<file path="src/rtl/mult_seq.sv">
// Iterative shift-add multiplier with valid/ready on both sides.
// Retires BITS_PER_CYCLE multiplier bits per clock on operand magnitudes.
// The sign is applied once, when the result is written to Product.
module mult_seq #(
    parameter int A_WIDTH        = 12,
    parameter int B_WIDTH        = 12,
    parameter int BITS_PER_CYCLE = 1   // must divide B_WIDTH
) (
    input  logic                       Clk,
    input  logic                       Rst,
    input  logic                       In_Valid,
    output logic                       In_Ready,
    input  logic [A_WIDTH-1:0]         Din,
    input  logic [B_WIDTH-1:0]         Coeff,
    input  logic                       Signed_Mode,
    output logic                       Out_Valid,
    input  logic                       Out_Ready,
    output logic [A_WIDTH+B_WIDTH-1:0] Product
);

    localparam int P_WIDTH = A_WIDTH + B_WIDTH;
    localparam int ITER    = B_WIDTH / BITS_PER_CYCLE;
    localparam int CNT_W   = (ITER > 1) ? $clog2(ITER) : 1;
    localparam logic [CNT_W-1:0] LAST = CNT_W'(ITER - 1);

    typedef enum logic [1:0] {
        IDLE = 2'd0,
        CALC = 2'd1,
        DONE = 2'd2
    } state_t;

    state_t state;
    state_t state_nxt;

    // Captured operand magnitudes and the result sign
    logic [A_WIDTH-1:0]        mag_a_p0;
    logic [B_WIDTH-1:0]        mag_b_p0;
    logic                      sign_p0;

    // Iteration state and result register
    logic [P_WIDTH-1:0]        acc_p1;
    logic [CNT_W-1:0]          cnt_p1;
    logic [P_WIDTH-1:0]        product_p2;

    logic [31:0]               shamt;
    logic [BITS_PER_CYCLE-1:0] digit;
    logic [P_WIDTH-1:0]        partial;
    logic [P_WIDTH-1:0]        acc_sum;
    logic                      last_iter;

    // Magnitude of the multiplicand; the most-negative value maps to 2^(N-1),
    // which still fits in the N-bit unsigned result.
    function automatic logic [A_WIDTH-1:0] mag_of_a(input logic [A_WIDTH-1:0] v,
                                                    input logic             sgn);
        logic signed [A_WIDTH-1:0] sv;
        sv = signed'(v);
        return (sgn && v[A_WIDTH-1]) ? unsigned'(-sv) : v;
    endfunction

    // Magnitude of the multiplier, same treatment as the multiplicand.
    function automatic logic [B_WIDTH-1:0] mag_of_b(input logic [B_WIDTH-1:0] v,
                                                    input logic             sgn);
        logic signed [B_WIDTH-1:0] sv;
        sv = signed'(v);
        return (sgn && v[B_WIDTH-1]) ? unsigned'(-sv) : v;
    endfunction

    // Two's-complement negation of the unsigned magnitude product when needed.
    function automatic logic [P_WIDTH-1:0] apply_sign(input logic [P_WIDTH-1:0] m,
                                                      input logic             neg);
        return neg ? (~m + P_WIDTH'(1)) : m;
    endfunction

    assign last_iter = (cnt_p1 == LAST);

    // Partial product for the current multiplier digit, aligned to its weight
    always_comb begin
        shamt   = 32'(cnt_p1) * 32'(BITS_PER_CYCLE);
        digit   = BITS_PER_CYCLE'(mag_b_p0 >> shamt);
        partial = (P_WIDTH'(mag_a_p0) * P_WIDTH'(digit)) << shamt;
        acc_sum = acc_p1 + partial;
    end

    // State register
    always_ff @(posedge Clk) begin
        if (Rst) begin
            state <= IDLE;
        end else begin
            state <= state_nxt;
        end
    end

    // Next-state and handshake decode
    always_comb begin
        state_nxt = state;
        In_Ready  = 1'b0;
        Out_Valid = 1'b0;
        unique case (state)
            IDLE: begin
                In_Ready = 1'b1;
                if (In_Valid) state_nxt = CALC;
            end
            CALC: begin
                if (last_iter) state_nxt = DONE;
            end
            DONE: begin
                Out_Valid = 1'b1;
                if (Out_Ready) state_nxt = IDLE;
            end
            default: state_nxt = IDLE;
        endcase
    end

    // Operand capture, shift-add iteration and result load
    always_ff @(posedge Clk) begin
        if (Rst) begin
            acc_p1     <= '0;
            cnt_p1     <= '0;
            sign_p0    <= 1'b0;
            product_p2 <= '0;
        end else begin
            unique case (state)
                // stage 0: capture magnitudes and sign
                IDLE: begin
                    if (In_Valid) begin
                        mag_a_p0 <= mag_of_a(Din, Signed_Mode);
                        mag_b_p0 <= mag_of_b(Coeff, Signed_Mode);
                        sign_p0  <= Signed_Mode & (Din[A_WIDTH-1] ^ Coeff[B_WIDTH-1]);
                        acc_p1   <= '0;
                        cnt_p1   <= '0;
                    end
                end
                // stage 1: accumulate one digit per cycle; stage 2: signed result
                CALC: begin
                    acc_p1 <= acc_sum;
                    cnt_p1 <= cnt_p1 + CNT_W'(1);
                    if (last_iter) begin
                        product_p2 <= apply_sign(acc_sum, sign_p0);
                    end
                end
                default: ;
            endcase
        end
    end

    assign Product = product_p2;

endmodule

</file>
<file path="config.mk">
export PLATFORM = sky130hd
export DESIGN_NAME = mult_seq
export DESIGN_NICKNAME = d
export VERILOG_FILES = /design/src/rtl/mult_seq.sv
export SDC_FILE = /design/constraint.sdc
export NUM_CORES = 1
export LEC_CHECK = 0
export BUFFER_PORTS_ARGS = -buffer_cell sky130_fd_sc_hd__buf_2
export CORE_ASPECT_RATIO = 2
export CORE_MARGIN = 5
export CORE_UTILIZATION = 30
export DETAILED_ROUTE_END_ITERATION = 6
export GPL_TIMING_DRIVEN = 0
export HOLD_SLACK_MARGIN = 0.06
export PLACE_DENSITY = 0.55
export SLEW_MARGIN = 15
export SYNTH_ARGS = -nofsm -noshare
export SYNTH_HDL_FRONTEND = slang
export SYNTH_SLANG_ARGS = --single-unit
</file>
<file path="constraint.sdc">
create_clock -name Clk -period 9.9 [get_ports Clk]
set_input_delay 0.495 -clock Clk [delete_from_list [all_inputs] [get_ports Clk]]
set_output_delay 0.495 -clock Clk [all_outputs]
set_load 0.01 [all_outputs]
</file>
Word-level counts from Yosys, hierarchy flattened. Index checks and enable logic that the tools add are counted.

Muxes and demuxes: 13. $add $sub $neg: 5. Multiply operators: 1. Eq/ne operators: 6. Bitwise operators: 4. Divide/modulo/power cells: 0. Shift operators: 2. Magnitude comparators: 0. Reduce and logical (&&, ||, !) cells: 9.

Operators with widths (number): $mux W24 (2); $pmux W24 S2 (1); $add A24 B1 Y24 const B (1); $add A24 B24 Y24 (1); $mux W12 (2); $neg A12 Y12 (2); $not A24 Y24 (1); $shl A13 B4 Y24 (1); $mul A12 B1 Y13 (1); $shr A12 B4 Y1 (1); $pmux W4 S2 (1); $mux W2 (3); $ne A2 B2 Y1 const B (3); $pmux W2 S3 (1); $reduce_and A2 Y1 (3); $reduce_and A3 Y1 (2); $add A4 B1 Y4 const B (1); $eq A4 B4 Y1 const B (1); $mux W4 (1); $eq A2 B1 Y1 const B (1); $eq A2 B2 Y1 const B (1); $logic_and A1 B1 Y1 (2); $logic_not A2 Y1 (1); $mux W1 (2); other kinds (4) (4).

Memories: 0. Register bits after elaboration: 79. Latch bits: 0. Input bits: 29. ROM bits: 0. Bits in writable memories: 0.

Logic depth before layout (Yosys ltp).
Depth in word-level cells: 7. Depth in mapped cells: 20.

Least setup slack after synthesis. Ideal clock, no wire load.

Path type: reg-to-reg. Start point: register cnt_p1[0]. End point: register product_p2[20] (netlist: Product[20]). Buffers on the path: 2. Arrival time: 4.872 ns. Data required time: 9.838 ns. Setup slack: 4.966 ns. Clock period less this slack: 4.934 ns. Stages on the path, launching flop included: 18. Path through: dfxtp_1 > clkbuf_1 > mux4_2 > nand2_1 > nand2_1 > a21oi_1 > clkbuf_1 > nor3_1 > ha_1 > and2_1 > a31o_4 > o21a_4 > o311a_4 > a21o_1 > or4_1 > or3_4 > or4b_1 > nand3_1.

Cells in the longest elaborated chain, start to end: 7. Elaborated cells on any way between the ends: 9. Classes of those cells: 2 x add/sub; 1 x mul; 1 x eq/ne; 2 x shift; 1 x mux; 1 x bitwise; 1 x reduce/logical.

Ends and longest elaborated chain: from (decl) (RTL line 42) `logic [CNT_W-1:0] cnt_p1;`; from (signal assigned) (RTL line 136) `cnt_p1 <= cnt_p1 + CNT_W'(1);`; $shr A12 B4 Y1 (RTL line 79) `digit = BITS_PER_CYCLE'(mag_b_p0 >> shamt);`; $mul A12 B1 Y13 (RTL line 80) `partial = (P_WIDTH'(mag_a_p0) * P_WIDTH'(digit)) << shamt;`; $shl A13 B4 Y24 (RTL line 80); $add A24 B24 Y24 (RTL line 81) `acc_sum = acc_p1 + partial;`; $not A24 Y24 (RTL line 71) `return neg ? (~m + P_WIDTH'(1)) : m;`; $add A24 B1 Y24 (RTL line 71); $mux W24 (RTL line 71); to (signal assigned) (RTL line 138) `product_p2 <= apply_sign(acc_sum, sign_p0);`; to (decl) (RTL line 43) `logic [P_WIDTH-1:0] product_p2;`.

Parallel ways exist; a longest one is shown, timed or not. A chain may end at the register's enable or synchronous reset.

Final worst setup path.
Start point: register cnt_p1[0]. End point: register product_p2[22] (netlist: Product[22]).

The elaborated chain is that of the path after synthesis.

==> impl_metrics.env <==
export IMPL_reg2reg_setup_slack_ns=3.93
export IMPL_setup_viol=0
export IMPL_clkPwrFrac_pct=39.8
export IMPL_yosys_top_cells_area="dfxtp_1, edfxtp_1, nor2_1"
export IMPL_yosys_warnings=0
export IMPL_clock_skew_ns=0.0135
export IMPL_drcViolationCount=0
export IMPL_rsz0062_at_grt="false"
export IMPL_p_sw_uw=245
export IMPL_finish_net_count=840
export IMPL_setup_worst_path_class="register to register"
export IMPL_cts_repair_resize_count=0
export IMPL_mappedNetlistArea_mm2=0.00585
export IMPL_cts_tree="built"
export IMPL_syn_area_per_cell_um2=8.17
export IMPL_fmax_mhz=167
export IMPL_final_seq_area_mm2=0.00182
export IMPL_worstHoldEndpoint="mag_a_p0[0]"
export IMPL_holdCritPathClass="primary input to register"
export IMPL_min_period_ns=5.97
export IMPL_cts_htree_levels=3
export IMPL_cpMostUsedCell="clkbuf_1"
export IMPL_insertion_delay_ns=0.36
export IMPL_synth_top_area_share_pct=18.8
export IMPL_fillerInstances=2117
export IMPL_worst_r2r_cell_count=18
export IMPL_post_drt_via_cell_ratio=5.17
export IMPL_grt_pass1_wl_um=27800
export IMPL_area_of_the_multi_input_gates_mm2=0.00380
export IMPL_antenna_found_initial=0
export IMPL_drv_max_cap_violation_count=0
export IMPL_clk_pin_slew_ns=0.07
export IMPL_timing_critical_path_required_ns=10.20
export IMPL_grt_start_max_net_pins=17
export IMPL_grtUsageTotal_pct=15.8
export IMPL_postCtsHoldBufs=0
export IMPL_critical_path_endpoint_type="register"
export IMPL_synth_largest_area_cell="dfxtp_1"
export IMPL_cts_root_buffer_cell="clkbuf_16"
export IMPL_cts_repair_timing_setup_buffer_count=0
export IMPL_gpl_final_weighted_congestion=0.958
export IMPL_final_period_utilization_pct=60.3
export IMPL_core_region_area_mm2=0.0193
export IMPL_slew_headroom_pct=27.7
export IMPL_power_internal_uw=597
export IMPL_global_route_overflow_total=0
export IMPL_critPathMaxFanout=10
export IMPL_grt_pass1_vias=5452
export IMPL_io_buffers=54
export IMPL_yosys_cell_types_count=62
export IMPL_worstPathCellList="clkbuf_1 -> mux4_2 -> nand2_1 -> nand2_1 -> a21oi_1 -> clkbuf_1 -> nor2_1 -> ha_1 -> clkbuf_1 -> and4_1 -> and2_1 -> o2111ai_1 -> a21oi_1 -> nor2_1 -> xnor2_1 -> or4_1 -> or4_1 -> nand3b_1"
export IMPL_dpl_instance_area_mm2=0.00647
export IMPL_post_dp_hpwl_um=14500
export IMPL_yosys_most_used_dff="dfxtp_1"
export IMPL_switching_share_pct=29.1
export IMPL_die_height_um=208
export IMPL_power_per_cell_area_mw_per_mm2=125
export IMPL_antenna_violating_nets_post_route=0
export IMPL_holdCritStartpoint="Din[0]"
export IMPL_drt_first_pass_iters=4
export IMPL_n_antenna_cell=0
export IMPL_setup_worst_path_start_class="register"
export IMPL_timing_setup_tns_ns=0
export IMPL_slowest_delay_ns=0.63
export IMPL_die_width_um=109
export IMPL_number_of_max_slew_violations_in_the_final_report=0
export IMPL_rows=72
export IMPL_syn2layout_area_growth_pct=15.5
export IMPL_preCtsSetupSlack_ns=3.97
export IMPL_synthArstFlopShare_pct=0
export IMPL_comb_power_share_pct=18.8
export IMPL_wl_per_cell_um=16.8
export IMPL_final_hold_viol_count=0
export IMPL_totalPowerFinal_uw=842
export IMPL_cts_num_sinks=79
export IMPL_cpMaxStageDelayCell="mux4_2"
export IMPL_power_ir_vdd_worst_v=0.0000780
export IMPL_endpoint_of_the_most_critical_register_to_register_path="Product[22]"
export IMPL_io_pins=55
export IMPL_final_cell_area_mm2=0.00676
export IMPL_cts_buffer_depth=2
export IMPL_synthesized_net_count=774
export IMPL_timing_hold_worst_path_depth=1
export IMPL_reg2reg_from="cnt_p1[0]"
export IMPL_run_status="complete, no violations"
export IMPL_synth_edf_count=24
export IMPL_fin_ws_ns=3.93
export IMPL_worst_pin_slew_ns=1.08
export IMPL_syn_instance_count=717
export IMPL_worstPathArrival_ns=6.27
export IMPL_routed_via_count=5408
export IMPL_critPathLaunch="cnt_p1[0]"
export IMPL_power_sequential_fraction_pct=41.4
export IMPL_postSynthRegisterBits=79
export IMPL_post_route_cells_drive_above_1_share_pct=12.8
export IMPL_initial_core_util_pct=30.4
export IMPL_static_leakage_power_uw=0.00262
export IMPL_cts_buffers=9
export IMPL_die_area_mm2=0.0226
export IMPL_drt_wl_total_um=17600
export IMPL_drt_initial_drc_count=227
export IMPL_synth_yosys_seq_area_share_pct=31.1
## worst max path at each step
| stage | to | cells after the start |
|---|---|---|
| 6_report | Product[22] | 18 |
| 5_1_grt | Product[22] | 17 |
| 4_1_cts | Product[22] | 18 |
| 3_5_place_dp | Product[22] | 18 |
| 3_3_place_gp | Product[21] | 17 |
| 2_1_floorplan | Product[20] | 17 |
## area by class of cell
cell class	instances	area share, %
plain buffers	42	2.33
clock inverters	5	0.870
inverters	21	1.17
well taps	259	4.79
repair buffers	55	4.22
flip-flops and latches	79	27.0
multi-input cells	575	56.2
clock buffers	11	3.44
## flip-flops by register name, summed over array words and instances (netlist names)
| signal | count |
|---|---|
| sign_p0 | 1 |
| mag_a_p0 | 12 |
| state | 2 |
| cnt_p1 | 4 |
| mag_b_p0 | 12 |
| Product | 24 |
| acc_p1 | 24 |
## synth_stat cells (all sizes together) (8+ instances only)
| master | instances |
|---|---|
| mux2i | 10 |
| ha | 27 |
| nor3 | 32 |
| nand2 | 57 |
| xnor2 | 20 |
| a211oi | 25 |
| o21ai | 25 |
| a22oi | 12 |
| a21oi | 59 |
| edfxtp | 24 |
| or3 | 13 |
| a21o | 9 |
| clkbuf | 37 |
| dfxtp | 55 |
| nor2 | 91 |
| nand3 | 32 |
| xor2 | 34 |
| inv | 21 |
| mux2 | 10 |
| and2 | 11 |
| mux4 | 8 |
## per-stage QoR
stage	utilization (%)	hold slack [ns]	cells
after global placement	33.5	0.443	1030
after global routing	35.1	0.381	1047
after floorplan	-	0.450	717
after CTS	35.1	0.369	1047
after detailed placement	33.5	0.446	1031
final	35.1	0.379	1047
## metal layers
layer	share of wire, %	wire length, µm	track usage [%]	vias to the layer above
met1	35	6200	14.9	2501
met3	2.7	467	2.18	42
met5	0	0	0	-
li1	-	-	-	2762
met4	5.5	963	9.63	0
met2	57	9930	30.6	103
## worst max-delay path: cells and delay by family (launching register included)
family	cells	cell delay, ns
buffers and inverters	3	1.06
DFF	1	0.34
adders and majority gates	1	0.34
and+or+nand+nor	9	2.12
xor gates and xnor gates	1	0.21
AOI/OAI and AO/OA	3	1.20
muxes	1	0.63
## placed cells by master, fill, tap and decap left out, types with 22 or more instances in the layout
cell / instances
a211oi_1: 24
a21oi_1: 58
buf_2: 54
clkbuf_1: 39
dfxtp_1: 55
edfxtp_1: 24
ha_1: 27
nand2_1: 57
nand3_1: 32
nor2_1: 90
nor3_1: 32
o21ai_0: 22
xor2_1: 34
## logic make-up (layout without fill, tap and decap cells)
kind of cell | count (synthesis) | after routing | share of synthesized area (%)
simple gates | 290 | 290 | 24.2
compound gates | 175 | 175 | 19.7
mux | 28 | 28 | 6.71
fa+ha+maj | 28 | 28 | 6.11
buf+inv | 63 | 134 | 4.04
flops | 79 | 79 | 31.1
xor+xnor | 54 | 54 | 8.08
## power by group through the flow
stage | registers, µW | clock network, µW | logic (µW)
floorplan | 354 | 0 | 110
global placement | 355 | 0 | 156
detailed placement | 355 | 0 | 158
CTS | 348 | 340 | 158
global route | 349 | 353 | 174
finish | 348 | 335 | 158
No activity file was read; power rests on OpenSTA's default activity.
